### src/rtl/hmc_mon_pkg.sv
// Shared types for the HMC AXI4-Stream protocol monitor: per-channel
// stall-watchdog state encoding and the per-channel sticky error vector.
package hmc_mon_pkg;

  typedef enum logic [1:0] {
    IDLE  = 2'd0,
    STALL = 2'd1,
    TOUT  = 2'd2
  } mon_state_e;

  typedef struct packed {
    logic valid_drop;
    logic data_change;
    logic user_change;
    logic stall_timeout;
  } ch_err_t;

endpackage

### src/rtl/hmc_axis_ch_monitor.sv
// Single-channel AXI4-Stream protocol checker: captures a stalled beat,
// flags TVALID drops and TDATA/TUSER changes on the following cycle, counts
// handshakes and violation cycles. The stall watchdog FSM is compiled in
// only when HMC_MON_STALL_WATCHDOG_EN is defined.
module hmc_axis_ch_monitor
  import hmc_mon_pkg::*;
#(
  parameter int DWIDTH            = 512,
  parameter int NUM_DATA_BYTES    = 64,
  parameter int CNT_WIDTH         = 16,
  parameter int STALL_TIMEOUT_LOG = 10
) (
  input  logic                      i_clk,
  input  logic                      i_rst,
  input  logic                      i_tvalid,
  input  logic                      i_tready,
  input  logic [DWIDTH-1:0]         i_tdata,
  input  logic [NUM_DATA_BYTES-1:0] i_tuser,
  input  logic                      i_clr,
  output ch_err_t                   o_err,
  output logic [CNT_WIDTH-1:0]      o_beat_cnt,
  output logic [CNT_WIDTH-1:0]      o_viol_cnt
);

  localparam logic [CNT_WIDTH-1:0] CNT_MAX = '1;

  logic                      r_pending;
  logic [DWIDTH-1:0]         r_data;
  logic [NUM_DATA_BYTES-1:0] r_user;
  ch_err_t                   r_err;
  logic [CNT_WIDTH-1:0]      r_beat_cnt;
  logic [CNT_WIDTH-1:0]      r_viol_cnt;

  logic w_stalled;
  logic w_drop;
  logic w_dchg;
  logic w_uchg;
  logic w_viol_any;
  logic w_tout_set;

  assign w_stalled = i_tvalid & ~i_tready;

  // A beat offered but not accepted must be re-offered unchanged next cycle.
  // Data/user comparisons are only meaningful while TVALID is still high.
  assign w_drop     = r_pending & ~i_tvalid;
  assign w_dchg     = r_pending & i_tvalid & (i_tdata != r_data);
  assign w_uchg     = r_pending & i_tvalid & (i_tuser != r_user);
  assign w_viol_any = w_drop | w_dchg | w_uchg;

  // Capture the stalled beat and remember that a check is due next cycle
  always_ff @(posedge i_clk) begin
    if (i_rst) begin
      r_pending <= 1'b0;
      r_data    <= '0;
      r_user    <= '0;
    end else begin
      r_pending <= w_stalled;
      if (w_stalled) begin
        r_data <= i_tdata;
        r_user <= i_tuser;
      end
    end
  end

`ifdef HMC_MON_STALL_WATCHDOG_EN
  // The count includes the edge that entered STALL, so while in STALL it
  // equals the number of consecutive stalled cycles seen so far.
  localparam logic [STALL_TIMEOUT_LOG-1:0] STALL_LAST =
    STALL_TIMEOUT_LOG'((2 ** STALL_TIMEOUT_LOG) - 2);

  mon_state_e                   r_state;
  mon_state_e                   w_state_nxt;
  logic [STALL_TIMEOUT_LOG-1:0] r_stall_cnt;
  logic                         r_tout_entry;

  // Watchdog state register and one-shot marker for TOUT entry
  always_ff @(posedge i_clk) begin
    if (i_rst) begin
      r_state      <= IDLE;
      r_tout_entry <= 1'b0;
    end else begin
      r_state      <= w_state_nxt;
      r_tout_entry <= (w_state_nxt == TOUT) && (r_state != TOUT);
    end
  end

  // Watchdog next-state: leave on acceptance or withdrawal, time out at the limit
  always_comb begin
    w_state_nxt = r_state;
    case (r_state)
      IDLE:    if (w_stalled) w_state_nxt = STALL;
      STALL: begin
        if (!w_stalled)                       w_state_nxt = IDLE;
        else if (r_stall_cnt >= STALL_LAST)   w_state_nxt = TOUT;
      end
      TOUT:    if (!w_stalled) w_state_nxt = IDLE;
      default: w_state_nxt = IDLE;
    endcase
  end

  // Saturating stall-length counter, cleared whenever the stall ends or times out
  always_ff @(posedge i_clk) begin
    if (i_rst) begin
      r_stall_cnt <= '0;
    end else if (w_stalled && (r_state != TOUT)) begin
      if (r_stall_cnt != '1) r_stall_cnt <= r_stall_cnt + 1'b1;
    end else begin
      r_stall_cnt <= '0;
    end
  end

  assign w_tout_set = r_tout_entry;
`else
  logic w_unused_cfg;
  assign w_unused_cfg = (STALL_TIMEOUT_LOG > 0);
  assign w_tout_set   = 1'b0;
`endif

  // Sticky flags: a new detection wins over a coincident clear
  always_ff @(posedge i_clk) begin
    if (i_rst) begin
      r_err <= '0;
    end else begin
      r_err.valid_drop    <= (r_err.valid_drop    & ~i_clr) | w_drop;
      r_err.data_change   <= (r_err.data_change   & ~i_clr) | w_dchg;
      r_err.user_change   <= (r_err.user_change   & ~i_clr) | w_uchg;
      r_err.stall_timeout <= (r_err.stall_timeout & ~i_clr) | w_tout_set;
    end
  end

  // Handshake counter, wraps naturally; unaffected by the error clear
  always_ff @(posedge i_clk) begin
    if (i_rst)                    r_beat_cnt <= '0;
    else if (i_tvalid & i_tready) r_beat_cnt <= r_beat_cnt + 1'b1;
  end

  // Violation-cycle counter, saturating; a clear with a new violation restarts at 1
  always_ff @(posedge i_clk) begin
    if (i_rst) begin
      r_viol_cnt <= '0;
    end else if (i_clr) begin
      r_viol_cnt <= w_viol_any ? CNT_WIDTH'(1) : '0;
    end else if (w_viol_any && (r_viol_cnt != CNT_MAX)) begin
      r_viol_cnt <= r_viol_cnt + 1'b1;
    end
  end

  assign o_err      = r_err;
  assign o_beat_cnt = r_beat_cnt;
  assign o_viol_cnt = r_viol_cnt;

endmodule

### src/rtl/hmc_axis_protocol_monitor.sv
// Top level of the HMC AXI4-Stream protocol monitor: one checker per channel,
// register-file read/write conflict detection, error-clear fan-out and irq.
// Optional stall watchdog enabled by defining HMC_MON_STALL_WATCHDOG_EN.
// NUM_CH is expected to be in 1..8.
module hmc_axis_protocol_monitor
  import hmc_mon_pkg::*;
#(
  parameter int NUM_CH            = 2,
  parameter int DWIDTH            = 512,
  parameter int NUM_DATA_BYTES    = 64,
  parameter int CNT_WIDTH         = 16,
  parameter int STALL_TIMEOUT_LOG = 10
) (
  input  logic                             clk_hmc,
  input  logic                             res_hmc,
  input  logic [NUM_CH-1:0]                axis_tvalid,
  input  logic [NUM_CH-1:0]                axis_tready,
  input  logic [NUM_CH*DWIDTH-1:0]         axis_tdata,
  input  logic [NUM_CH*NUM_DATA_BYTES-1:0] axis_tuser,
  input  logic                             rf_read_en,
  input  logic                             rf_write_en,
  input  logic                             clr_errors,
  output logic [NUM_CH-1:0]                err_valid_drop,
  output logic [NUM_CH-1:0]                err_data_change,
  output logic [NUM_CH-1:0]                err_user_change,
  output logic [NUM_CH-1:0]                err_stall_timeout,
  output logic                             err_rf_conflict,
  output logic [NUM_CH*CNT_WIDTH-1:0]      beat_cnt,
  output logic [NUM_CH*CNT_WIDTH-1:0]      viol_cnt,
  output logic                             irq
);

  ch_err_t w_err [NUM_CH];
  logic    r_rf_conflict;

  for (genvar gi = 0; gi < NUM_CH; gi++) begin : g_ch
    hmc_axis_ch_monitor #(
      .DWIDTH            (DWIDTH),
      .NUM_DATA_BYTES    (NUM_DATA_BYTES),
      .CNT_WIDTH         (CNT_WIDTH),
      .STALL_TIMEOUT_LOG (STALL_TIMEOUT_LOG)
    ) u_ch (
      .i_clk      (clk_hmc),
      .i_rst      (res_hmc),
      .i_tvalid   (axis_tvalid[gi]),
      .i_tready   (axis_tready[gi]),
      .i_tdata    (axis_tdata[gi*DWIDTH +: DWIDTH]),
      .i_tuser    (axis_tuser[gi*NUM_DATA_BYTES +: NUM_DATA_BYTES]),
      .i_clr      (clr_errors),
      .o_err      (w_err[gi]),
      .o_beat_cnt (beat_cnt[gi*CNT_WIDTH +: CNT_WIDTH]),
      .o_viol_cnt (viol_cnt[gi*CNT_WIDTH +: CNT_WIDTH])
    );

    assign err_valid_drop[gi]    = w_err[gi].valid_drop;
    assign err_data_change[gi]   = w_err[gi].data_change;
    assign err_user_change[gi]   = w_err[gi].user_change;
    assign err_stall_timeout[gi] = w_err[gi].stall_timeout;
  end

  // Sticky RF conflict flag: simultaneous read and write strobes
  always_ff @(posedge clk_hmc) begin
    if (res_hmc) r_rf_conflict <= 1'b0;
    else         r_rf_conflict <= (r_rf_conflict & ~clr_errors) | (rf_read_en & rf_write_en);
  end

  assign err_rf_conflict = r_rf_conflict;

  // Interrupt is a pure OR of the flag registers, no added latency
  always_comb begin
    irq = r_rf_conflict | (|err_valid_drop) | (|err_data_change) |
          (|err_user_change) | (|err_stall_timeout);
  end

endmodule

### config.mk
export PLATFORM = sky130hd
export DESIGN_NAME = hmc_axis_protocol_monitor
export DESIGN_NICKNAME = d
export VERILOG_FILES = /design/src/rtl/hmc_mon_pkg.sv /design/src/rtl/hmc_axis_ch_monitor.sv /design/src/rtl/hmc_axis_protocol_monitor.sv
export SDC_FILE = /design/constraint.sdc
export NUM_CORES = 2
export LEC_CHECK = 0
export ABC_CLOCK_PERIOD_IN_PS = 5280
export CAP_MARGIN = 20
export CORE_AREA = 3 3 482 484
export DETAILED_ROUTE_END_ITERATION = 8
export DIE_AREA = 0 0 485 487
export PLACE_DENSITY_LB_ADDON = 0.2
export RECOVER_POWER = 50
export SKIP_LAST_GASP = 1
export SYNTH_ARGS = -nofsm -noshare
export SYNTH_HDL_FRONTEND = slang
export SYNTH_SLANG_ARGS = --single-unit
### constraint.sdc
create_clock -name clk_hmc -period 5.28 [get_ports clk_hmc]
set_input_delay 1.056 -clock clk_hmc [delete_from_list [all_inputs] [get_ports clk_hmc]]
set_output_delay 1.056 -clock clk_hmc [all_outputs]
set_load 0.1 [all_outputs]
After elaboration in Yosys (flattened, before gate mapping)

Index checks and enable logic that the tools add are counted.

Bits in registers: 1227
Input bits: 1161
Logic and storage cells: 85

Add/sub/neg operators: 4
Equal/unequal tests: 6
Multiplexer cells: 6
Bitwise operators: 42
Reductions and logical operators: 8

Operator list:

| kind                    | count |
|---|---|
| $ne A512 B512 Y1        | 2 |
| $ne A64 B64 Y1          | 2 |
| $add A16 B1 Y16 const B | 4 |
| $mux W16                | 4 |
| $ne A16 B16 Y1 const B  | 2 |
| $and A1 B1 Y1           | 22 |
| $or A1 B1 Y1            | 15 |
| $reduce_or A2 Y1        | 4 |
| $not A1 Y1              | 5 |
| $reduce_bool A2 Y1      | 2 |
| $logic_and A1 B1 Y1     | 2 |
| $mux W1                 | 2 |

Depth between registers and ports, before layout

Word-level depth: 7
Depth in mapped cells: 9
Mapped depth without buffers: 8

Cells and area by module

Synthesis repeated with hierarchy kept, for this count alone.

Cells, all modules: 6962
Area total of the unflattened synthesis: 55000.2 sq um

By module, submodules not included:

| module                    | instances | cells an instance | area each (sq um) | sequential area each (sq um) |
|---|---|---|---|---|
| hmc_axis_ch_monitor       | 2         | 3477              | 27472.6           | 12271.8 |
| hmc_axis_protocol_monitor | 1         | 8                 | 55.1              | 20.0 |

Worst setup path after synthesis

No wires, ideal clock.

Path type: register to output
Start point: register g_ch[1].u_ch.r_err (netlist bit g_ch[1].u_ch.o_err[2])
End point: output port irq
Arrival time: 1.891 ns
Data required time: 4.224 ns
Slack: 2.333 ns
Stages on the path, launching flop included: 3
Path buffers: 0
Cell sequence: dfxtp_1 nor4_1 nand3_1

Word-level cells in the longest chain between the ends: 4

Ends and longest elaborated chain:

| what                       | RTL line                        | source |
|---|---|---|
| from (decl)                | hmc_axis_ch_monitor.sv:30       | `ch_err_t r_err;` |
| $reduce_or A2 Y1           | hmc_axis_protocol_monitor.sv:71 | `irq = r_rf_conflict \| (\|err_valid_drop) \| (\|err_data_change) \|` |
| $or A1 B1 Y1 (2 in series) | hmc_axis_protocol_monitor.sv:71 |  |
| $or A1 B1 Y1               | hmc_axis_protocol_monitor.sv:72 | `(\|err_user_change) \| (\|err_stall_timeout);` |
| to (decl)                  | hmc_axis_protocol_monitor.sv:30 | `output logic irq` |

No other way between the ends.

Worst setup path after layout

Start point: input port axis_tready[0]
End point: register g_ch[0].u_ch.r_data[229]

Word-level cells in the longest chain between the ends: 2

Ends and longest elaborated chain:

| what                 | RTL line                        | source |
|---|---|---|
| from (decl)          | hmc_axis_protocol_monitor.sv:17 | `input logic [NUM_CH-1:0] axis_tready,` |
| $not A1 Y1           | hmc_axis_ch_monitor.sv:41       | `assign w_stalled = i_tvalid & ~i_tready;` |
| $and A1 B1 Y1        | hmc_axis_ch_monitor.sv:41       |  |
| to (signal assigned) | hmc_axis_ch_monitor.sv:59       | `r_data <= i_tdata;` |
| to (decl)            | hmc_axis_ch_monitor.sv:28       | `logic [DWIDTH-1:0] r_data;` |

No other way between the ends.
A chain may end at the register's enable or synchronous reset.

==> metrics.md <==
| Metric | Value |
|---|---|
| GP Congestion | 0.8846 |
| CP endpoint kind | register |
| CP Class | in -> reg |
| Drt pass-1 iters | 6 |
| Vias in the first global route | between 40000 and 50000 |
| 1st-iter DRT viols | ~3700 |
| Die footprint | about 240000 µm² |
| Tot Pwr | ~24 mW |
| CTS max path bufs | 3 |
| Post-Place Setup Slack | about 0.11 ns |
| Worst-path fanout max | 43 |
| Clk sink count | approximately 1200 |
| Hold_ws | approximately 0.46 ns |
| # fillers | between 20000 and 25000 |
| Failing checks | max-capacitance violations, max-slew violations |
| Nets | around 9000 |
| LEAKAGE | around 25 nW |
| Initial Utilization | 0.2411 |
| CP arrival | approximately 5.2 ns |
| RSZ-0062 raised after global routing | no |
| Register area share after synthesis | 0.4475 |
| Layout cell share with drive strength beyond 1 | 0.03644 |
| Fin crit share | 0.8496 |
| Register bit total from synthesis | roughly 1200 |
| Finished Layout Cells | around 11000 |
| Maxcap violations | 6 |
| Dpl cell area | 70480 µm² |
| Worst path slowest cell | nand2b_1 |
| Gate Count Post-Synth | just under 7000 |
| Netlist Area Pre-Place | about 55000 µm² |
| PostCTS Resize Cnt | 0 |
| Cts bufs inserted | approximately 150 |
| Final setup viols | 0 |
| Post-synth top flop | dfxtp_1 |
| Global Route Usage Sum | 0.2107 |
| Post-CTS setup buffers | 0 |
| Req. time, crit path | approximately 6 ns |
| Startpoint Class | input port |
| Buf+Inv Stages, Crit Path | 2 |
| IO Pins | ~1200 |
| CP peak stage delay | roughly 1.8 ns |
| Clk slew on worst S/H paths | 0.06 ns |
| Port Buf Inserts | roughly 1200 |
| # hold bufs at CTS | 0 |
| Via count | a little over 50000 |
| Pin count of the biggest net entering global routing | 210 |
| Clock Skew | roughly 0.047 ns |
| Mean Syn Cell Area | between 7 and 8 µm² |
| Final core occ | 0.3317 |
| Syn nets | 8110 |
| Worst VDD drop | approximately 0.25 mV |
| Post-synth ARST share | 0 |
| Cell variety after synth | 40 |
| DR WL/cell | approximately 23 µm |
| Die height | 487 µm |
| Post-DRT Antenna Nets | 0 |
| Post-DP HPWL | a little over 200 mm |
| Max Fclk | approximately 220 MHz |
| Power Dens Cells | around 310 nW/µm² |
| Synth warn | 0 |
| Final setup margin | a little under 0.8 ns |
| Status | finished, violations left |
| Final Hold Vio Count | 0 |
| Post-Place Cells | between 10000 and 15000 |
| Cell chain of the critical path | clkdlybuf4s50_1 -> nand2b_1 -> clkbuf_1 -> nand2_1 -> a21oi_1 |
| Min-Delay Path Class | reg -> reg |
| EDFF count, synth | 0 |
| Initial antenna violation count | approximately 290 |
| Sum Neg Setup Slack | 0 ns |
| Count leader, synth | nand2_1 |
| Top cell type's share of synthesized area | 0.4475 |
| Slew margin rel. | -0.6338 |
| Root Driver | clkbuf_16 |
| Max Slew Vio Count | approximately 290 |
| Crit path time final | ~4.5 ns |
| Design area | ~76000 µm² |
| Ranking of synthesized cells by area | dfxtp_1 45%, xnor2_1 16%, nand2_1 16% |
| CTS tree | built |
| Via/cell ratio | ~4.6 |
| Chip width | 485 µm |
| DR DRC count | 0 |
| Gr ovfl total | 0 |
| H-tree depth | 4 |
| Cell taking the most area after synthesis | dfxtp_1 |
| Total wire length | between 200 and 300 mm |
| First-pass GRT wire length | 357.0 mm |
| Area Growth Syn to Fin | 37.58% |
| Synth cell count leaders | 2354 x nand2_1, 1227 x dfxtp_1, 1173 x a21oi_1 |
| Slew @ Worst Pin | ~2.5 ns |
| Insertion delay to the later sink of the worst-skew pair | ~0.80 ns |
| Core Region | approximately 230000 µm² |
| CP delay by family, top | simple AND/OR/NAND/NOR gates |
| Site Rows | 175 |
-- placed cells by master (no fill, tap or decap), types with 9 or more instances in the layout --
cell type,n
nand2_1,2354
dfxtp_1,1227
clkdlybuf4s50_1,1227
a21oi_1,1173
xnor2_1,1028
nand4_1,296
clkbuf_16,155
xor2_1,149
diode_2,100
nor4_1,98
clkbuf_1,64
nor2_1,52
buf_4,45
clkbuf_8,29
nand3_1,26
or3_1,26
buf_12,25
mux2i_1,17
and3_1,14
o21ai_0,11
clkinv_2,10
nor3_1,9
-- layer usage --
layer | wire [µm] | GRT usage | vias to the layer above
li1 | - | - | 25071
met1 | 103900 | 0.2448 | 23854
met2 | 122400 | 0.3414 | 1771
met3 | 24870 | 0.08758 | 643
met4 | 8715 | 0.08617 | 180
met5 | 1198 | 0 | -
-- power by group --
group          internal [mW]  switching [mW]  leakage, nW
clock network           5.88            4.49         2.37
logic                   1.62            1.66         12.4
registers               9.68           0.261         10.0
-- final timing paths --
path / endpoint / startpoint / cells past startpoint / slack, ns
worst max-delay path: g_ch[0].u_ch.r_data[229] / axis_tready[0] / 5 / 0.79
worst min-delay path: g_ch[0].u_ch.r_user[18] / g_ch[0].u_ch.r_user[18] / 2 / 0.46
worst max register to register: g_ch[1].u_ch.o_viol_cnt[5] / g_ch[1].u_ch.r_data[463] / 9 / 1.47
worst min register to register: g_ch[0].u_ch.r_user[18] / g_ch[0].u_ch.r_user[18] / 2 / 0.46
-- sequential cells by signal (all words and copies together) (netlist names) --
signal,flops
err_rf_conflict,1
g_ch.u_ch.r_user,128
g_ch.u_ch.o_err,8
g_ch.u_ch.r_pending,2
g_ch.u_ch.r_data,1024
g_ch.u_ch.o_viol_cnt,32
g_ch.u_ch.o_beat_cnt,32
-- tightest hold or removal path: cells and delay by family, from the launching register on --
family           cells  cell delay, ns
flip-flops           1            0.31
AND/OR/NAND/NOR      1            0.05
AO/OA/AOI/OAI        1            0.05
-- cell families (layout without fill, tap and decap cells) --
group	count (synthesis)	after routing	synth area share
buffers and inverters	409	1586	0.02822
adder cells (fa/ha/maj)	4	4	0.0009117
other	0	100	0
flip-flops	1227	1227	0.4475
XOR/XNOR	1177	1177	0.1878
AO/OA/AOI/OAI	1207	1207	0.1114
AND/OR/NAND/NOR	2904	2904	0.2212
multiplexers	17	17	0.003100
-- area by class of cell --
class	count	area, µm²	share of cell area
inverter	4	15.01	0.0001988
antenna	100	250.2	0.003313
multi-input combinational	5309	28800	0.3813
tap	3009	3765	0.04985
sequential	1227	24560	0.3252
timing repair buffer	1316	13240	0.1752
clock inverter	28	417.9	0.005533
clock buffer	238	4481	0.05933
(Power assumes the default switching activity.)
